[src/rtl/punc_pkg.sv]
// Shared encodings for the PUnC gen2 datapath and its controller.
// Holds the control-field encodings (alu_op, pc_sel, rf_wsel, b_sel,
// mar_sel), the memory transaction FSM state type and the CC reset value.
package punc_pkg;

    typedef enum logic [1:0] {
        PC_INC   = 2'b00,
        PC_OFF9  = 2'b01,
        PC_OFF11 = 2'b10,
        PC_ALU   = 2'b11
    } pc_sel_e;

    typedef enum logic [2:0] {
        ALU_ADD   = 3'b000,
        ALU_AND   = 3'b001,
        ALU_NOT   = 3'b010,
        ALU_PASSA = 3'b011,
        ALU_PASSB = 3'b100
    } alu_op_e;

    typedef enum logic [1:0] {
        WSEL_ALU = 2'b00,
        WSEL_MDR = 2'b01,
        WSEL_PC  = 2'b10
    } rf_wsel_e;

    typedef enum logic [1:0] {
        B_RD1  = 2'b00,
        B_IMM5 = 2'b01,
        B_IMM6 = 2'b10,
        B_IMM9 = 2'b11
    } b_sel_e;

    typedef enum logic {
        MAR_PC  = 1'b0,
        MAR_ALU = 1'b1
    } mar_sel_e;

    typedef enum logic [1:0] {
        ST_IDLE = 2'b00,
        ST_REQ  = 2'b01,
        ST_DONE = 2'b10
    } mem_state_e;

    localparam logic [2:0] CC_RESET = 3'b010;

    // One-hot {N,Z,P} from a value's sign bit and zero flag.
    function automatic logic [2:0] nzp(input logic msb, input logic is_zero);
        if (msb)
            return 3'b100;
        else if (is_zero)
            return 3'b010;
        else
            return 3'b001;
    endfunction

endpackage

[src/rtl/punc_regfile_param.sv]
// Parametrised register file: NUM_REGS x DATA_W, two combinational read
// ports, one debug read port, one synchronous write port, async active-low
// clear of every entry.
// Ports: clk, rst (active-low), raddr0/rdata0, raddr1/rdata1,
//        waddr/wdata/we, dbg_addr/dbg_data.
// Reads see the array before the edge, so a read of the register being
// written in the same cycle returns the old value.
module punc_regfile_param #(
    parameter int unsigned DATA_W   = 16,
    parameter int unsigned NUM_REGS = 8,
    localparam int unsigned RA_W    = $clog2(NUM_REGS)
) (
    input  logic              clk,
    input  logic              rst,
    input  logic [RA_W-1:0]   raddr0,
    input  logic [RA_W-1:0]   raddr1,
    output logic [DATA_W-1:0] rdata0,
    output logic [DATA_W-1:0] rdata1,
    input  logic [RA_W-1:0]   waddr,
    input  logic [DATA_W-1:0] wdata,
    input  logic              we,
    input  logic [RA_W-1:0]   dbg_addr,
    output logic [DATA_W-1:0] dbg_data
);

    logic [DATA_W-1:0] regs [NUM_REGS];

    always_ff @(posedge clk or negedge rst) begin
        if (!rst) begin
            regs <= '{default: '0};
        end else if (we) begin
            regs[waddr] <= wdata;
        end
    end

    assign rdata0   = regs[raddr0];
    assign rdata1   = regs[raddr1];
    assign dbg_data = regs[dbg_addr];

endmodule

[src/rtl/punc_datapath_gen2.sv]
// PUnC gen2 datapath: PC, IR, MAR, MDR, NZP condition codes, register file
// and ALU, with external memory reached through a valid/ready transaction
// FSM (IDLE -> REQ -> DONE) so memory can insert wait states.
// Ports: decoded control strobes from the controller (pc_*, mar_*, mem_req,
//        mem_wr, ir_ld, rf_*, a_sel, b_sel, alu_op, cc_ld); memory side
//        (mem_addr, mem_wdata, mem_valid, mem_we, mem_ready, mem_rdata);
//        status (mem_done, busy, ir, cc, branch_taken); debug read ports.
// rst is asynchronous and active-low.
module punc_datapath_gen2
    import punc_pkg::*;
#(
    parameter int unsigned       DATA_W   = 16,
    parameter int unsigned       NUM_REGS = 8,
    parameter logic [DATA_W-1:0] RESET_PC = '0,
    localparam int unsigned      RA_W     = $clog2(NUM_REGS)
) (
    input  logic              clk,
    input  logic              rst,
    input  logic [1:0]        pc_sel,
    input  logic              pc_ld,
    input  logic              mar_sel,
    input  logic              mar_ld,
    input  logic              mem_req,
    input  logic              mem_wr,
    input  logic              ir_ld,
    input  logic [RA_W-1:0]   rf_raddr0,
    input  logic [RA_W-1:0]   rf_raddr1,
    input  logic [RA_W-1:0]   rf_waddr,
    input  logic              rf_we,
    input  logic [1:0]        rf_wsel,
    input  logic              a_sel,
    input  logic [1:0]        b_sel,
    input  logic [2:0]        alu_op,
    input  logic              cc_ld,
    output logic [DATA_W-1:0] mem_addr,
    output logic [DATA_W-1:0] mem_wdata,
    output logic              mem_valid,
    output logic              mem_we,
    input  logic              mem_ready,
    input  logic [DATA_W-1:0] mem_rdata,
    output logic              mem_done,
    output logic              busy,
    output logic [DATA_W-1:0] ir,
    output logic [2:0]        cc,
    output logic              branch_taken,
    input  logic [RA_W-1:0]   rf_debug_addr,
    output logic [DATA_W-1:0] rf_debug_data,
    output logic [DATA_W-1:0] pc_debug_data
);

    logic [DATA_W-1:0] pc, mar, mdr, wbuf;
    logic [DATA_W-1:0] rd0, rd1;
    logic [DATA_W-1:0] alu_a, alu_b, alu_result;
    logic [DATA_W-1:0] rf_wdata, pc_next;
    logic [DATA_W-1:0] imm5, imm6, off9, off11;
    mem_state_e        state;

    punc_regfile_param #(
        .DATA_W   (DATA_W),
        .NUM_REGS (NUM_REGS)
    ) u_rf (
        .clk      (clk),
        .rst      (rst),
        .raddr0   (rf_raddr0),
        .raddr1   (rf_raddr1),
        .rdata0   (rd0),
        .rdata1   (rd1),
        .waddr    (rf_waddr),
        .wdata    (rf_wdata),
        .we       (rf_we),
        .dbg_addr (rf_debug_addr),
        .dbg_data (rf_debug_data)
    );

    assign imm5  = {{(DATA_W-5){ir[4]}},   ir[4:0]};
    assign imm6  = {{(DATA_W-6){ir[5]}},   ir[5:0]};
    assign off9  = {{(DATA_W-9){ir[8]}},   ir[8:0]};
    assign off11 = {{(DATA_W-11){ir[10]}}, ir[10:0]};

    always_comb begin
        alu_a = a_sel ? pc : rd0;
        case (b_sel)
            B_RD1:   alu_b = rd1;
            B_IMM5:  alu_b = imm5;
            B_IMM6:  alu_b = imm6;
            default: alu_b = off9;
        endcase
    end

    always_comb begin
        case (alu_op)
            ALU_ADD:   alu_result = alu_a + alu_b;
            ALU_AND:   alu_result = alu_a & alu_b;
            ALU_NOT:   alu_result = ~alu_a;
            ALU_PASSB: alu_result = alu_b;
            default:   alu_result = alu_a;
        endcase
    end

    always_comb begin
        case (pc_sel)
            PC_INC:   pc_next = pc + 1'b1;
            PC_OFF9:  pc_next = pc + off9;
            PC_OFF11: pc_next = pc + off11;
            default:  pc_next = alu_result;
        endcase
    end

    always_comb begin
        case (rf_wsel)
            WSEL_MDR: rf_wdata = mdr;
            WSEL_PC:  rf_wdata = pc;
            default:  rf_wdata = alu_result;
        endcase
    end

    // Architectural registers; MAR is frozen while a transaction is in REQ.
    always_ff @(posedge clk or negedge rst) begin
        if (!rst) begin
            pc  <= RESET_PC;
            ir  <= '0;
            mar <= '0;
            cc  <= CC_RESET;
        end else begin
            if (pc_ld)
                pc <= pc_next;
            if (ir_ld)
                ir <= mdr;
            if (mar_ld && !busy)
                mar <= (mar_sel == MAR_ALU) ? alu_result : pc;
            if (cc_ld)
                cc <= nzp(rf_wdata[DATA_W-1], rf_wdata == '0);
        end
    end

    // Memory transaction FSM with registered handshake/status outputs.
    always_ff @(posedge clk or negedge rst) begin
        if (!rst) begin
            state     <= ST_IDLE;
            mem_valid <= 1'b0;
            mem_we    <= 1'b0;
            mem_done  <= 1'b0;
            busy      <= 1'b0;
            wbuf      <= '0;
            mdr       <= '0;
        end else begin
            mem_done <= 1'b0;
            case (state)
                ST_IDLE: begin
                    if (mem_req) begin
                        state     <= ST_REQ;
                        mem_valid <= 1'b1;
                        mem_we    <= mem_wr;
                        busy      <= 1'b1;
                        wbuf      <= rd1;
                    end
                end
                ST_REQ: begin
                    if (mem_ready) begin
                        if (!mem_we)
                            mdr <= mem_rdata;
                        state     <= ST_DONE;
                        mem_valid <= 1'b0;
                        mem_we    <= 1'b0;
                        busy      <= 1'b0;
                        mem_done  <= 1'b1;
                    end
                end
                default: state <= ST_IDLE;
            endcase
        end
    end

    assign mem_addr      = mar;
    assign mem_wdata     = wbuf;
    assign branch_taken  = |(ir[11:9] & cc);
    assign pc_debug_data = pc;

endmodule

[config.mk]
export PLATFORM = sky130hd
export DESIGN_NAME = punc_datapath_gen2
export DESIGN_NICKNAME = d
export VERILOG_FILES = /design/src/rtl/punc_pkg.sv /design/src/rtl/punc_regfile_param.sv /design/src/rtl/punc_datapath_gen2.sv
export SDC_FILE = /design/constraint.sdc
export NUM_CORES = 1
export LEC_CHECK = 0
export ABC_AREA = 1
export BUFFER_PORTS_ARGS = -buffer_cell sky130_fd_sc_hd__buf_2
export CAP_MARGIN = 20
export CORE_MARGIN = 4
export CORE_UTILIZATION = 40
export DETAILED_ROUTE_END_ITERATION = 7
export SETUP_SLACK_MARGIN = 0.5
export SLEW_MARGIN = 10
export SYNTH_ARGS = -nofsm -noshare
export SYNTH_HDL_FRONTEND = slang
export SYNTH_SLANG_ARGS = --single-unit
[constraint.sdc]
create_clock -name clk -period 3 [get_ports clk]
set_input_delay 0.45 -clock clk [delete_from_list [all_inputs] [get_ports clk]]
set_output_delay 0.45 -clock clk [all_outputs]
set_load 0.05 [all_outputs]
Word-level counts from Yosys, hierarchy flattened
Index checks and enable logic that the tools add are counted.

word-level totals
  register bits = 216
  logic and storage cells = 91
  input port bits = 49
  output and inout bits = 88

cells by class
  add/sub/neg operators = 4
  bitwise gates (word level) = 8
  magnitude comparators = 5
  eq/ne operators = 12
  reduce and logical (&&, ||, !) cells = 14
  multiplexer cells = 30

operator list
  kind                     count
  $bmux W16 S3             3
  $mux W16                 9
  $bwmux W128              1
  $pmux W16 S3             2
  $pmux W16 S4             1
  $add A16 B16 Y16         3
  $demux W16 S3            1
  $pmux W16 S2             1
  $add A16 B1 Y16 const B  1
  $and A16 B16 Y16         1
  $ge A4 B4 Y1 const B     4
  $logic_not A16 Y1        1
  $not A16 Y16             1
  $not A3 Y4               4
  $eq A2 B1 Y1 const B     4
  $eq A2 B2 Y1 const B     3
  $logic_not A2 Y1         3
  $mux W2                  3
  $reduce_and A3 Y1        2
  $mux W1                  5
  $lt A4 B1 Y1 const B     1
  $ne A2 B2 Y1 const B     2
  $pmux W1 S2              2
  $pmux W2 S2              1
  other kinds (12)         14

Depth between registers and ports, before layout
  word-level depth = 11
  gate-level depth with buffers = 29
  mapped depth without buffers = 27

By module
A second synthesis with hierarchy kept.

unflattened totals
  cell total of the unflattened synthesis = 2488
  area total of the unflattened synthesis = 15743.8 um^2

modules (own cells, without submodules)
  module              cells each  sequential area each (um^2)  area each (um^2)  instances
  punc_regfile_param  1463        3203.1                       8707.1            1
  punc_datapath_gen2  1025        2203.4                       7036.7            1

Worst setup path before layout
Ideal clock, no wire load.

  path kind = flip-flop to flip-flop
  from = register ir[4]
  to = register cc[0]
  setup time = 0.118 ns
  data required time = 2.882 ns
  clock period less this slack = 3.240 ns
  arrival = 3.122 ns
  path slack = -0.240 ns
  stages on the path, launching flop included = 24
  buffers on the path = 2
  cell sequence = dfrtp_1 -> a21oi_1 -> nor2_1 -> inv_1 -> buf_2 -> buf_1 -> a21boi_0 -> ha_1 -> nand2_1 -> inv_1 -> a21oi_1 -> nand2_1 -> nand2_1 -> nand3_1 -> nand3_1 -> nand2_1 -> nor2_1 -> nand3_1 -> nand2_2 -> nand2_2 -> nor2_2 -> nand3_1 -> nand2_1 -> nand2_1

between the ends
  longest elaborated chain between the ends = 7
  elaborated cells between the ends (all ways) = 8
  classes of those cells = add/sub (1); mux (5); bitwise (1); reduce/logical (1)

ends and longest elaborated chain
  element                                                      RTL line                                            RTL
  start, declared                                              punc_datapath_gen2.sv:43                            output logic [DATA_W-1:0] ir,
  start signal, assigned                                       punc_datapath_gen2.sv:128                           ir <= mdr;
  $pmux W16 S3 (*)                                             punc_datapath_gen2.sv:82                            case (b_sel)
  $add A16 B16 Y16 / $and A16 B16 Y16 (equally long branches)  punc_datapath_gen2.sv:92, punc_datapath_gen2.sv:93
  $pmux W16 S4 (*)                                             punc_datapath_gen2.sv:91                            case (alu_op)
  $pmux W16 S2 (*)                                             punc_datapath_gen2.sv:110                           case (rf_wsel)
  $logic_not A16 Y1                                            punc_datapath_gen2.sv:132                           cc <= nzp(rf_wdata[DATA_W-1], rf_wdata == '0);
  $mux W2                                                      punc_pkg.sv:51                                      else if (is_zero)
  $mux W3 (*)                                                  punc_pkg.sv:49                                      if (msb)
  end signal, assigned                                         punc_datapath_gen2.sv:132
  end, declared                                                punc_datapath_gen2.sv:44                            output logic [2:0] cc,

Mark *: on every way between the ends. The rest lies on a longest branch, timed or not.
A chain may end at the register's enable or synchronous reset.

Final worst setup path
  from = register u_rf.regs[113] (netlist name)
  to = register cc[0]

between the ends
  longest elaborated chain between the ends = 10
  elaborated cells between the ends (all ways) = 16
  classes of those cells = add/sub (1); mux (12); bitwise (2); reduce/logical (1)

ends and longest elaborated chain
  element                                           RTL line                                            RTL
  start, declared                                   punc_regfile_param.sv:26                            logic [DATA_W-1:0] regs [NUM_REGS];
  start signal, assigned by index                   punc_regfile_param.sv:32                            regs[waddr] <= wdata;
  $bmux W16 S3, on equally long branches            punc_regfile_param.sv:37, punc_regfile_param.sv:36
  $mux W16, on equally long branches (2 in series)  punc_regfile_param.sv:37, punc_regfile_param.sv:36
  $pmux W16 S3 / $mux W16 (equally long branches)   punc_datapath_gen2.sv:82, punc_datapath_gen2.sv:81
  $add A16 B16 Y16 (tied with other cells)          punc_datapath_gen2.sv:92                            ALU_ADD: alu_result = alu_a + alu_b;
  $pmux W16 S4 (*)                                  punc_datapath_gen2.sv:91
  $pmux W16 S2 (*)                                  punc_datapath_gen2.sv:110
  $logic_not A16 Y1                                 punc_datapath_gen2.sv:132
  $mux W2                                           punc_pkg.sv:51
  $mux W3 (*)                                       punc_pkg.sv:49

Mark *: on every way between the ends. The rest lies on a longest branch, timed or not. The select of a mux whose other input is x is not followed.

==> results.md <==
- Ys async rst share: between 90% and 100%
- Num rows: 71
- Mean Syn Cell Area: 6.66 um^2
- Via/cell ratio: ~5.5
- WP data arrival: 3410 ps
- Max Slew Vio Count: 0
- Synth Flop Type: dfrtp_1
- CP required: approximately 3500 ps
- Seq cells post-synth: approximately 220
- Chip Height: around 200 um
- Pwr per Cell Area: 825 nW/um^2
- Count leader, synth: nand2_1
- Min Tclk post-route: about 3000 ps
- CP Launch Type: flip-flop
- Total count of hold-check failures in the final report: 0
- Final Cycle Share: a little over nine tenths
- Starting Density: ~40%
- Synth top area cells: dfrtp_1, nand2_1, nand3_1
- Number of global-route vias before repair: about 17000
- Final wirelength: about 63 mm
- LEAKAGE: 10.6 nW
- Synth cell types: slightly below 50
- Pre-CTS WS: -540 ps
- Clock power share: between 10% and 20%
- Root buf cell: clkbuf_16
- Hold slack: slightly below 100 ps
- Hold Path Class: primary input to flip-flop
- Nets: between 2000 and 3000
- Gate count of the mapped netlist: approximately 2300
- DP Wirelength: around 44 mm
- All-layer global routing usage: between 20 and 30%
- Clock Pin Slew Worst Setup and Hold Paths: roughly 60 ps
- Routed Antenna Nets: 0
- Switching portion of total power: between 40% and 50%
- PnR worst setup slack: between 30 and 40 ps
- Total CTS buffers: 27
- Final setup fails: 0
- Top-area cell type share of the netlist area: between 30% and 40%
- Largest net degree at the start of global routing: 84
- Register area share after synthesis: about a third
- Total power: between 0.015 and 0.02 W
- Critical path endpoint category: flip-flop
- Most frequent cells after synthesis: nand2_1, nand3_1, inv_1
- Worst VDD drop: 0.000747 V
- Crit path max fanout: 4
- Initial antenna violation count: 0
- Fmax: 0.338 GHz
- Non-Filler Cell Area, Final: between 20000 and 25000 um^2
- Clk buf depth: 3
- DRT Pass-1 Iters: 6
- Die span in x: 205 um
- Initial DRC Count: between 1500 and 2000
- Port Buffers: about 140
- Worst slew pin tran: 1290 ps
- Fin Setup TNS: 0 ps
- Combinational power share: approximately 54%
- Residual DRC: 0
- Synth Cell Area: ~15000 um^2
- Post-DP Area: 18700 um^2
- Ant. Diodes: 0
- I/O pins: between 100 and 150
- EDFF count, synth: 0
- Worst skew pair latency: around 570 ps
- Leading area contributor after synthesis: dfrtp_1
- Switching pwr: between 0.008 and 0.009 W
- Part of the power in registers: a little over a quarter
- Worst Setup Path Type: flip-flop to flip-flop
- Syn. warnings: 0
- Core Region: between 30000 and 40000 um^2
- Share of layout cells above drive strength 1: 31.9%
- Fin Clk Skew: roughly 20 ps
- RSZ-0062 raised after global routing: yes
- Routed vias: ~18000
- Area Overhead vs Synth: 37.8%
- Die area: between 40000 and 50000 um^2
- Int Power: approximately 0.0094 W
- CTS sink cnt: 216
- First-pass GRT wire length: roughly 96 mm
- Overflow after GRT: 0
- Status: completed
- Syn nets: approximately 2400
- Max-slew headroom: 13.9%
- Max cap viols: 0
- Gpl congestion: between 0.9 and 1
- Wirelength per Cell: between 15 and 20 um
- CTS H-tree lvls: 1
- CTS tree: done
[per-stage QoR]
stage	util, %	cells
after floorplan	-	2326
after global routing	56.3	3206
after detailed placement	49.4	3098
after global placement	49.4	3098
after CTS	53.7	3184
final	56.3	3206
[cells by family after synthesis]
| kind of cell | after synthesis | synth area share [%] |
|---|---|---|
| flip-flops | 216 | 34.9 |
| multiplexers | 5 | 0.363 |
| AND/OR/NAND/NOR | 1139 | 31.6 |
| XOR/XNOR | 12 | 0.678 |
| adder cells (fa/ha/maj) | 38 | 3.16 |
| buffers and inverters | 414 | 11.3 |
| AO/OA/AOI/OAI | 502 | 18.0 |
[flip-flops by register name, summed over array words and instances (netlist names)]
name	flops
mem_done	1
state	2
pc_debug_data	16
busy	1
mem_wdata	16
mem_we	1
cc	3
ir	16
u_rf.regs	128
mdr	16
mem_addr	16
[power groups by stage]
stage               Clock, W  Combinational [W]  Sequential (W)
floorplan                  0            0.00412         0.00581
global placement           0            0.00812         0.00460
detailed placement         0            0.00820         0.00461
CTS                  0.00350            0.00871         0.00459
global route         0.00361             0.0104         0.00471
finish               0.00345            0.00956         0.00461
[critical path: stages (launching register included)]
cell      delay, ps
dfrtp_1         430
o211ai_1        200
nand3_1         130
nand3_2         160
nand2_2          80
buf_4           140
ha_4            250
nand2_2          60
nand2_4         110
nand3_4          90
nand2_4         100
nand2_1          60
nand3_1          80
nand2_1          70
inv_1            60
nand3_2          80
nand3_2         100
nand2_4          80
nor2_4          120
nand2_2          70
nor2_4          170
nand3_2          80
nand2_1          60
nand2_1          40
[what timing repair did]
action | CTS | global route
endpoints found under the hold margin | 52 | 0
setup buffers | 36 | 22
setup endpoints to repair | 152 | 164
pin swaps | 51 | 88
hold buffers | 1 | 0
resized for setup | 114 | 242
[worst paths after layout]
path / start / endpoint / slack (ps) / depth (start not counted)
max: u_rf.regs[113] / cc[0] / 40 / 23
max reg2reg: u_rf.regs[113] / cc[0] / 40 / 23
min: mem_ready / state[0] / 100 / 2
min reg2reg: mem_addr[14] / mem_addr[14] / 470 / 2
min in group asynchronous: rst / u_rf.regs[43] / 410 / 2
max in group asynchronous: rst / ir[4] / 1720 / 3
[metal layers]
| layer | wire length [um] | vias up | track usage (%) |
|---|---|---|---|
| li1 | - | 8360 | - |
| met1 | 27500 | 8308 | 41.0 |
| met2 | 28400 | 742 | 46.0 |
| met3 | 4740 | 125 | 4.13 |
| met4 | 2100 | 0 | 9.91 |
| met5 | 0 | - | 0 |
[final cells by class]
| class | instances | area (um^2) |
|---|---|---|
| Fill cell | 3605 | 16600 |
| Multi-Input combinational cell | 1696 | 9770 |
| Sequential cell | 216 | 5410 |
| Timing Repair Buffer | 450 | 3540 |
| Inverter | 284 | 1080 |
| Clock buffer | 36 | 749 |
| Tap cell | 511 | 639 |
| Clock inverter | 13 | 169 |
[placed cells by master, fill, tap and decap left out, types with 10 or more instances in the layout]
cell / count
a21oi_1: 119
a21oi_2: 10
a221oi_1: 16
a31oi_2: 16
buf_12: 27
buf_2: 134
buf_4: 251
buf_6: 33
clkbuf_16: 27
dfrtp_1: 212
ha_1: 20
ha_4: 15
inv_1: 237
inv_2: 39
nand2_1: 619
nand2_2: 78
nand2_4: 24
nand3_1: 220
nand3_2: 67
nor2_1: 68
nor2_2: 10
nor2_4: 17
o211ai_1: 49
o21ai_0: 120
o21ai_1: 88
o21ai_2: 35
o22ai_1: 21
(Power assumes the default switching activity.)
